==> config.mk <==
export PLATFORM = sky130hd
export DESIGN_NAME = note_tracker_multi_flat
export DESIGN_NICKNAME = d
export VERILOG_FILES = /design/src/rtl/note_tracker_pkg.sv /design/src/rtl/note_tracker_if.sv /design/src/rtl/note_tracker_multi_fifo.sv /design/src/rtl/note_tracker_multi.sv /design/src/flat_wrapper.sv
export SDC_FILE = /design/constraint.sdc
export NUM_CORES = 1
export LEC_CHECK = 0
export ABC_CLOCK_PERIOD_IN_PS = 6800
export CORE_AREA = 4 4 166 168
export DETAILED_ROUTE_END_ITERATION = 6
export DIE_AREA = 0 0 170 172
export HOLD_SLACK_MARGIN = 0.12
export PLACE_DENSITY = 0.73
export SLEW_MARGIN = 20
export SYNTH_ARGS = -nofsm -noshare
export SYNTH_HDL_FRONTEND = slang
export SYNTH_HIERARCHICAL = 1
export SYNTH_SLANG_ARGS = --single-unit
export TNS_END_PERCENT = 30
==> constraint.sdc <==
create_clock -name clk_pixel -period 6.8 [get_ports clk_pixel]
set_input_delay 1.36 -clock clk_pixel [delete_from_list [all_inputs] [get_ports clk_pixel]]
set_output_delay 1.36 -clock clk_pixel [all_outputs]
set_load 0.05 [all_outputs]
==> src/rtl/note_tracker_pkg.sv <==
// Shared types and default tables for the multi-channel note tracker.
// Instrument index 0..3 = bd, sd, closed hat, open hat.
package note_tracker_pkg;

  localparam int NT_N         = 4;
  localparam int NT_KEY_W     = 7;
  localparam int NT_VEL_W     = 7;
  localparam int NT_SCALE_OFS = 31;

  function automatic int acc_w(input int iw, input int fw);
    return iw + fw;
  endfunction

  localparam logic [NT_N-1:0][6:0] NT_MIDI_KEYS =
    {7'd46, 7'd42, 7'd38, 7'd36};
  localparam logic [NT_N-1:0][7:0] NT_BASE_DECAY =
    {8'h06, 8'h0C, 8'h12, 8'h25};
  localparam logic [NT_N-1:0][1:0] NT_CHOKE_GROUP =
    {2'd1, 2'd1, 2'd0, 2'd0};

  typedef struct packed {
    logic [NT_KEY_W-1:0] key;
    logic [NT_VEL_W-1:0] velocity;
  } note_event_t;

endpackage

==> src/rtl/note_tracker_if.sv <==
// MIDI note event handshake bundle.
// master drives valid/key/velocity, slave returns ready.
interface note_tracker_if
  import note_tracker_pkg::*;
#(
  parameter int VEL_W = NT_VEL_W
);
  logic             midi_valid;
  logic             midi_ready;
  logic [6:0]       midi_key;
  logic [VEL_W-1:0] midi_velocity;

  modport master (
    output midi_valid, midi_key, midi_velocity,
    input  midi_ready
  );

  modport slave (
    input  midi_valid, midi_key, midi_velocity,
    output midi_ready
  );
endinterface

==> src/rtl/note_tracker_multi_fifo.sv <==
// Synchronous note event FIFO with registered ready (= not full).
// Ports: clk_pixel, rst_n, i_valid/o_ready/i_data push side, i_pop/o_data/o_empty pop side.
module note_event_fifo
  import note_tracker_pkg::*;
#(
  parameter int DEPTH = 4
) (
  input  logic        clk_pixel,
  input  logic        rst_n,
  input  logic        i_valid,
  output logic        o_ready,
  input  note_event_t i_data,
  input  logic        i_pop,
  output note_event_t o_data,
  output logic        o_empty
);
  localparam int AW = $clog2(DEPTH);

  note_event_t   r_mem [DEPTH];
  logic [AW-1:0] r_wp;
  logic [AW-1:0] r_rp;
  logic [AW:0]   r_cnt;
  logic          r_ready;
  logic [AW:0]   w_cnt_nxt;
  logic          w_push;
  logic          w_pop;

  assign w_push    = i_valid && r_ready;
  assign w_pop     = i_pop && (r_cnt != '0);
  assign w_cnt_nxt = r_cnt + (AW+1)'(w_push)
                   - (AW+1)'(w_pop);
  assign o_ready   = r_ready;
  assign o_empty   = (r_cnt == '0);
  assign o_data    = r_mem[r_rp];

  always_ff @(posedge clk_pixel) begin
    if (!rst_n) begin
      r_wp    <= '0;
      r_rp    <= '0;
      r_cnt   <= '0;
      r_ready <= 1'b1;
    end else begin
      if (w_push) r_wp <= r_wp + AW'(1);
      if (w_pop)  r_rp <= r_rp + AW'(1);
      r_cnt   <= w_cnt_nxt;
      // ready is registered off the next count so no
      // combinational path from pop/new_frame reaches it
      r_ready <= (w_cnt_nxt != (AW+1)'(DEPTH));
    end
  end

  always_ff @(posedge clk_pixel) begin
    if (w_push) r_mem[r_wp] <= i_data;
  end

endmodule

==> src/rtl/note_tracker_multi.sv <==
// Per-instrument intensity tracker with frame decay and choke groups.
// Ports: clk_pixel, rst_n, midi (slave if), pitch, decay_mode, new_frame, inst_intensity, inst_hit.
module note_tracker_multi
  import note_tracker_pkg::*;
#(
  parameter int INSTRUMENT_COUNT = NT_N,
  parameter int VEL_W            = NT_VEL_W,
  parameter int INTENSITY_W      = 8,
  parameter int FRAC_W           = 8,
  parameter int FIFO_DEPTH       = 4,
  parameter int EXP_SHIFT        = 4,
  parameter logic [INSTRUMENT_COUNT-1:0][6:0] MIDI_KEYS   = NT_MIDI_KEYS,
  parameter logic [INSTRUMENT_COUNT-1:0][7:0] BASE_DECAY  = NT_BASE_DECAY,
  parameter logic [INSTRUMENT_COUNT-1:0][1:0] CHOKE_GROUP = NT_CHOKE_GROUP
) (
  input  logic clk_pixel,
  input  logic rst_n,
  note_tracker_if.slave midi,
  input  logic [9:0] pitch,
  input  logic       decay_mode,
  input  logic       new_frame,
  output logic [INSTRUMENT_COUNT-1:0][INTENSITY_W-1:0] inst_intensity,
  output logic [INSTRUMENT_COUNT-1:0]                  inst_hit
);
  localparam int ACC_W = acc_w(INTENSITY_W, FRAC_W);
  localparam int CW    = (ACC_W > 17) ? ACC_W : 17;

  logic [ACC_W-1:0]            r_acc [INSTRUMENT_COUNT];
  logic [INSTRUMENT_COUNT-1:0] r_pend;
  logic [8:0]                  r_scale;

  note_event_t                 w_ev_in;
  note_event_t                 w_ev;
  logic                        w_empty;
  logic                        w_pop;
  logic [INSTRUMENT_COUNT-1:0] w_match;
  logic [INSTRUMENT_COUNT-1:0] w_choke;
  logic [16:0]                 w_dlin [INSTRUMENT_COUNT];
  logic [ACC_W-1:0]            w_dexp [INSTRUMENT_COUNT];
  logic [ACC_W-1:0]            w_dec  [INSTRUMENT_COUNT];
  logic                        w_unused_pitch;

  assign w_unused_pitch   = ^pitch[1:0];
  assign w_ev_in.key      = midi.midi_key;
  assign w_ev_in.velocity = NT_VEL_W'(midi.midi_velocity);
  assign w_pop            = !w_empty && !new_frame;

  note_event_fifo #(
    .DEPTH (FIFO_DEPTH)
  ) u_fifo (
    .clk_pixel (clk_pixel),
    .rst_n     (rst_n),
    .i_valid   (midi.midi_valid),
    .o_ready   (midi.midi_ready),
    .i_data    (w_ev_in),
    .i_pop     (!new_frame),
    .o_data    (w_ev),
    .o_empty   (w_empty)
  );

  always_comb begin
    w_match = '0;
    w_choke = '0;
    for (int i = 0; i < INSTRUMENT_COUNT; i++) begin
      w_match[i] = (w_ev.key == MIDI_KEYS[i])
                && (w_ev.velocity != '0);
    end
    // a hit silences the other members of its group
    for (int i = 0; i < INSTRUMENT_COUNT; i++) begin
      for (int j = 0; j < INSTRUMENT_COUNT; j++) begin
        if (i != j && w_match[j]
            && CHOKE_GROUP[j] != '0
            && CHOKE_GROUP[j] == CHOKE_GROUP[i])
          w_choke[i] = 1'b1;
      end
    end
  end

  always_comb begin
    for (int i = 0; i < INSTRUMENT_COUNT; i++) begin
      w_dlin[i] = 17'(BASE_DECAY[i]) * 17'(r_scale);
      w_dexp[i] = r_acc[i] >> EXP_SHIFT;
      // small nonzero values still creep down to zero
      if (w_dexp[i] == '0 && r_acc[i] != '0)
        w_dexp[i] = ACC_W'(1);
      if (decay_mode)
        w_dec[i] = r_acc[i] - w_dexp[i];
      else if (CW'(r_acc[i]) > CW'(w_dlin[i]))
        w_dec[i] = ACC_W'(CW'(r_acc[i]) - CW'(w_dlin[i]));
      else
        w_dec[i] = '0;
    end
  end

  always_ff @(posedge clk_pixel) begin
    if (!rst_n) begin
      for (int i = 0; i < INSTRUMENT_COUNT; i++)
        r_acc[i] <= '0;
      r_pend         <= '0;
      r_scale        <= '0;
      inst_intensity <= '0;
      inst_hit       <= '0;
    end else begin
      r_scale <= 9'(pitch[9:2]) - 9'(pitch[9:5])
               + 9'(NT_SCALE_OFS);
      if (new_frame) begin
        for (int i = 0; i < INSTRUMENT_COUNT; i++) begin
          inst_intensity[i] <= r_acc[i][ACC_W-1:FRAC_W];
          inst_hit[i]       <= r_pend[i];
          r_pend[i]         <= 1'b0;
          r_acc[i]          <= w_dec[i];
        end
      end else if (w_pop) begin
        for (int i = 0; i < INSTRUMENT_COUNT; i++) begin
          if (w_match[i]) begin
            r_acc[i]  <= ACC_W'(w_ev.velocity)
                      << (ACC_W - VEL_W);
            r_pend[i] <= 1'b1;
          end else if (w_choke[i]) begin
            r_acc[i]  <= '0;
          end
        end
      end
    end
  end

endmodule
==> src/flat_wrapper.sv <==
// flat-port wrapper written by rule: the top's interface ports become plain ports
module note_tracker_multi_flat import note_tracker_pkg::*;
#(
  parameter int INSTRUMENT_COUNT = NT_N,
  parameter int VEL_W            = NT_VEL_W,
  parameter int INTENSITY_W      = 8,
  parameter int FRAC_W           = 8,
  parameter int FIFO_DEPTH       = 4,
  parameter int EXP_SHIFT        = 4,
  parameter logic [INSTRUMENT_COUNT-1:0][6:0] MIDI_KEYS   = NT_MIDI_KEYS,
  parameter logic [INSTRUMENT_COUNT-1:0][7:0] BASE_DECAY  = NT_BASE_DECAY,
  parameter logic [INSTRUMENT_COUNT-1:0][1:0] CHOKE_GROUP = NT_CHOKE_GROUP
)
  (clk_pixel, rst_n, pitch, decay_mode, new_frame, inst_intensity, inst_hit, midi_midi_valid, midi_midi_key, midi_midi_velocity, midi_midi_ready);
  note_tracker_if #(.VEL_W(VEL_W)) midi_i ();
  input  logic clk_pixel;
  input  logic rst_n;
  input  logic [9:0] pitch;
  input  logic decay_mode;
  input  logic new_frame;
  output logic [INSTRUMENT_COUNT-1:0][INTENSITY_W-1:0] inst_intensity;
  output logic [INSTRUMENT_COUNT-1:0] inst_hit;
  input wire logic [$bits(midi_i.midi_valid)-1:0] midi_midi_valid;
  input wire logic [$bits(midi_i.midi_key)-1:0] midi_midi_key;
  input wire logic [$bits(midi_i.midi_velocity)-1:0] midi_midi_velocity;
  output wire logic [$bits(midi_i.midi_ready)-1:0] midi_midi_ready;
  assign midi_i.midi_valid = midi_midi_valid;
  assign midi_i.midi_key = midi_midi_key;
  assign midi_i.midi_velocity = midi_midi_velocity;
  assign midi_midi_ready = midi_i.midi_ready;
  note_tracker_multi #(.INSTRUMENT_COUNT(INSTRUMENT_COUNT), .VEL_W(VEL_W), .INTENSITY_W(INTENSITY_W), .FRAC_W(FRAC_W), .FIFO_DEPTH(FIFO_DEPTH), .EXP_SHIFT(EXP_SHIFT), .MIDI_KEYS(MIDI_KEYS), .BASE_DECAY(BASE_DECAY), .CHOKE_GROUP(CHOKE_GROUP)) u_core (.clk_pixel(clk_pixel), .rst_n(rst_n), .midi(midi_i), .pitch(pitch), .decay_mode(decay_mode), .new_frame(new_frame), .inst_intensity(inst_intensity), .inst_hit(inst_hit));
endmodule
==> metrics.log <==
INFO  metric critPathArrivalTime = 5.78 ns
INFO  metric run_status = finished, final reports clean
INFO  metric total_power = 7.05 mW
INFO  metric nets_in_the_synthesized_netlist = 1738
INFO  metric ios = 66
INFO  metric placeableCoreArea = 0.0259 mm²
INFO  metric fp.dieArea = 0.0292 mm²
INFO  metric vias = 12000
INFO  metric final_critical_path_setup_slack = 1.20 ns
INFO  metric overall_die_height = 172 µm
INFO  metric irDropWorstVdd = 0.000212 V
INFO  metric timing_max_transition_violations_final = 0
INFO  metric core.rowCount = 59
INFO  metric synthesis.area = 0.0142 mm²
INFO  metric cp_max_fo = 7
INFO  metric final_min_period_over_clock_period = 0.823
INFO  metric globalRouteMet2Util = 0.419
INFO  metric weighted_congestion_at_the_end_of_routability_driven_global_placement = 0.940
INFO  metric clock_tree_from_tritoncts = yes
INFO  metric gr-usage-met3 = 0.0489
INFO  metric antenna_found_initial = 0
INFO  metric regArea = 0.00444 mm²
INFO  metric synth_area_per_cell = 9.29 µm²
INFO  metric clock_sink_count = 179
INFO  metric numCtsBuffers = 17
INFO  metric synth_cells = 1530
INFO  metric grt-busiest-layer = met2
INFO  metric portBuffers = 63
INFO  metric reg2reg_setup_slack = 1.20 ns
INFO  metric finalInstanceArea = 0.0157 mm²
INFO  metric cts_repair_resize_count = 0
INFO  metric kind_of_end_point_of_the_critical_path = register
INFO  metric finish.net_count = 1783
INFO  metric post-route-util = 0.606
INFO  metric wirelength = 37.8 mm
INFO  metric synthArstFlopShare = 0
INFO  metric critical_path_class = reg2reg
INFO  metric floorplan.initialDensity = 0.549
INFO  metric power_per_cell_area = 449 mW/mm²
INFO  metric via_per_inst = 6.25
INFO  metric htree_levels = 4
INFO  metric cts_post_setup_buffers_inserted = 0
INFO  metric synthDominantCellAreaShare = 0.182
INFO  metric ys_warn_count = 6
INFO  metric area_growth_from_synthesis_to_layout = 10.4%
INFO  metric vias_in_the_first_global_route = 11600
INFO  metric cp_data_required_time = 6.98 ns
INFO  metric cts-hold-fix-buffers = 0
INFO  metric use_met1 = 0.333
INFO  metric num_antenna_cells = 0
INFO  metric maxCapViolCount = 0
INFO  metric drt_drc_violations_left = 0
INFO  metric synth_largest_area_cell = sky130_fd_sc_hd__edfxtp_1
INFO  metric yosysUniqueCellTypes = 74
INFO  metric grt_overflow = 0
INFO  metric detail_route.iter0.violations = 854
INFO  metric max_slew_margin_vs_limit = 0.295
INFO  metric antenna_violating_nets_post_route = 0
INFO  metric worst_slew_pin_slew = 1.06 ns
INFO  metric max_clock_freq = 179 MHz
INFO  metric grt_max_degree = 44
INFO  metric first_pass_iters = 6
INFO  metric worstSetupStartpoint = u_core/r_scale[6]
INFO  metric area_occupied_by_multi_input_gates = 0.00911 mm²
INFO  metric final_layout_size_suffix_gt1_frac = 0.0460
INFO  metric n_fill_cell = 2173
INFO  metric min-delay-path-class = reg2reg
INFO  metric dieWidth = 170 µm
INFO  metric dpl_worst_slack = 1.28 ns
INFO  metric dp_hpwl = 28.1 mm
INFO  metric grt.total_usage = 0.256
INFO  metric cts_max_path_buffers = 2
INFO  metric synth_seq_cells = 179
INFO  metric static-leakage-power = 6.50 nW
INFO  metric cts.clk_slew.worst_paths = 0.08 ns
INFO  metric setup_tns = 0 ns
INFO  metric postSynth.topFlopCell = sky130_fd_sc_hd__dfxtp_1
INFO  metric detailed_place.area = 0.0151 mm²
INFO  metric wl_per_instance = 19.7 µm
INFO  metric sequential_cell_area_fraction_in_the_yosys_report = 0.313
INFO  metric setup.worst_path.start_class = register
INFO  metric report.final.hold_viol_count = 0
INFO  metric finClkSkew = 0.0156 ns
INFO  metric r2r-start = u_core/r_scale[6]
INFO  metric yosys-top-cells-area = sky130_fd_sc_hd__edfxtp_1, sky130_fd_sc_hd__ha_1, sky130_fd_sc_hd__dfxtp_1, sky130_fd_sc_hd__xnor2_1, sky130_fd_sc_hd__inv_1
INFO  metric number_of_synthesized_flops_with_an_enable_pin = 86
INFO  metric finalSetupViolations = 0
INFO  metric cell_at_the_root_of_the_clock_tree = sky130_fd_sc_hd__clkbuf_16
INFO  metric grt_setup_unrepaired = no
INFO  metric worstHoldStart = u_core/r_pend[2]
INFO  metric grt_first_pass_wirelength = 60.1 mm
INFO  metric clock_insertion_delay_worst_skew = 0.44 ns
INFO  metric period_minus_slack = 5.60 ns
-- critical path: stages (launching register included) --
cell                      delay, ns
sky130_fd_sc_hd__dfxtp_1       0.54
sky130_fd_sc_hd__ha_1          0.31
sky130_fd_sc_hd__ha_1          0.30
sky130_fd_sc_hd__fa_1          0.49
sky130_fd_sc_hd__ha_1          0.34
sky130_fd_sc_hd__a21oi_1       0.22
sky130_fd_sc_hd__o21ai_0       0.11
sky130_fd_sc_hd__a21oi_1       0.22
sky130_fd_sc_hd__o21ai_0       0.22
sky130_fd_sc_hd__mux2i_1       0.16
sky130_fd_sc_hd__and3_1        0.17
sky130_fd_sc_hd__ha_1          0.38
sky130_fd_sc_hd__nand3_1       0.10
sky130_fd_sc_hd__or4_1         0.57
sky130_fd_sc_hd__nor2b_1       0.18
sky130_fd_sc_hd__o21a_1        0.18
sky130_fd_sc_hd__a21oi_1       0.53
sky130_fd_sc_hd__a21oi_1       0.10
sky130_fd_sc_hd__a211o_1       0.25
-- cells in the mapped netlist (all sizes together) (9+ instances only) --
cell and number:
a211o 12, fa 18, nor2 90, nor3 43
and2 21, a22oi 11, o21a 22, nand2 72
nand3 31, ha 161, nor2b 53, o21bai 12
o21ai 69, xnor2 66, inv 125, a21oi 90
or3 21, xor2 29, o211ai 20, nand2b 14
a31oi 15, nor4 20, o31ai 13, nand4 15
edfxtp 86, and3 20, a21o 40, mux2i 41
a211oi 19, dfxtp 93, mux4 14, o22ai 10
o31a 9, clkbuf 39
-- state kept, by name, summed over array words and instances (netlist names), named ones only --
name	flops
u_core/inst_hit	4
u_core/inst_intensity	32
u_core/r_acc	64
u_core/r_pend	4
u_core/r_scale	9
u_core/u_fifo/o_ready	1
u_core/u_fifo/r_cnt	3
u_core/u_fifo/r_mem	56
u_core/u_fifo/r_rp	2
u_core/u_fifo/r_wp	2
-- metal layers --
layer  up-vias  wire length, µm
met5         -                0
met4         0             1550
met3        99             2820
met2       455            17100
met1      5657            16400
li1       5814                -
-- worst paths after layout --
path,end,depth (start not counted)
max reg2reg,u_core/r_acc[0][10],18
max,u_core/r_acc[0][10],18
min,u_core/r_pend[2],2
min reg2reg,u_core/r_pend[2],2
-- per-stage QoR --
stage	hold slack (ns)	std cells
2_1_floorplan	0.437	1530
5_1_grt	0.518	1923
6_report	0.499	1923
3_5_place_dp	0.488	1891
4_1_cts	0.501	1923
3_3_place_gp	0.460	1891
-- area by class of cell --
class                           instances  share of cell area
Multi-Input combinational cell       1182               0.581
Clock inverter                         15             0.00981
Tap cell                              335              0.0267
Inverter                              126              0.0301
Timing Repair Buffer                   69              0.0424
Clock buffer                           17              0.0271
Sequential cell                       179               0.283
-- power by group --
group	total (mW)	leakage [nW]	internal [mW]	switching [mW]
combinational	4.39	4.61	1.90	2.49
clock	0.988	0.279	0.493	0.496
sequential	1.68	1.61	1.36	0.314
total	7.05	6.50	3.76	3.30
-- cells in the final DEF, fill, tap and decap left out, types with 7 or more instances in the layout --
cell type,netlist,routed
sky130_fd_sc_hd__nor4_1,20,20
sky130_fd_sc_hd__mux4_2,10,10
sky130_fd_sc_hd__nand4_1,15,15
sky130_fd_sc_hd__or2_2,7,7
sky130_fd_sc_hd__xnor2_1,66,66
sky130_fd_sc_hd__and3_1,20,20
sky130_fd_sc_hd__xor2_1,29,29
sky130_fd_sc_hd__o21ai_0,69,69
sky130_fd_sc_hd__nand3_1,31,31
sky130_fd_sc_hd__o22ai_1,10,10
sky130_fd_sc_hd__and2_1,21,21
sky130_fd_sc_hd__clkbuf_16,0,17
sky130_fd_sc_hd__inv_1,125,125
sky130_fd_sc_hd__nor2b_1,53,53
sky130_fd_sc_hd__nand2_1,72,72
sky130_fd_sc_hd__dfxtp_1,93,93
sky130_fd_sc_hd__a211o_1,12,12
sky130_fd_sc_hd__a21oi_1,90,90
sky130_fd_sc_hd__edfxtp_1,86,86
sky130_fd_sc_hd__clkdlybuf4s50_1,0,61
sky130_fd_sc_hd__fa_1,18,18
sky130_fd_sc_hd__a311oi_1,7,7
sky130_fd_sc_hd__a31oi_1,15,15
sky130_fd_sc_hd__o21bai_1,12,12
sky130_fd_sc_hd__a211oi_1,19,19
sky130_fd_sc_hd__nand2b_1,14,14
sky130_fd_sc_hd__or4_1,7,7
sky130_fd_sc_hd__mux2i_1,41,41
sky130_fd_sc_hd__nor3_1,43,43
sky130_fd_sc_hd__a22oi_1,11,11
sky130_fd_sc_hd__o21a_1,22,22
sky130_fd_sc_hd__nor2_1,90,89
sky130_fd_sc_hd__o31ai_1,13,13
sky130_fd_sc_hd__or3_1,21,21
sky130_fd_sc_hd__o211ai_1,20,20
sky130_fd_sc_hd__a21o_1,40,40
sky130_fd_sc_hd__ha_1,161,161
sky130_fd_sc_hd__o31a_1,9,9
-- kinds of logic (layout without fill, tap and decap cells) --
family	count (synthesis)	after routing	synth area share
muxes	55	55	0.0521
AOI/OAI and AO/OA	421	421	0.204
adders and majority gates	179	179	0.167
and+or+nand+nor	431	431	0.157
xor gates and xnor gates	96	96	0.0601
DFF	179	179	0.313
buffers and inverters	169	227	0.0465
No activity file was read; power rests on OpenSTA's default activity.
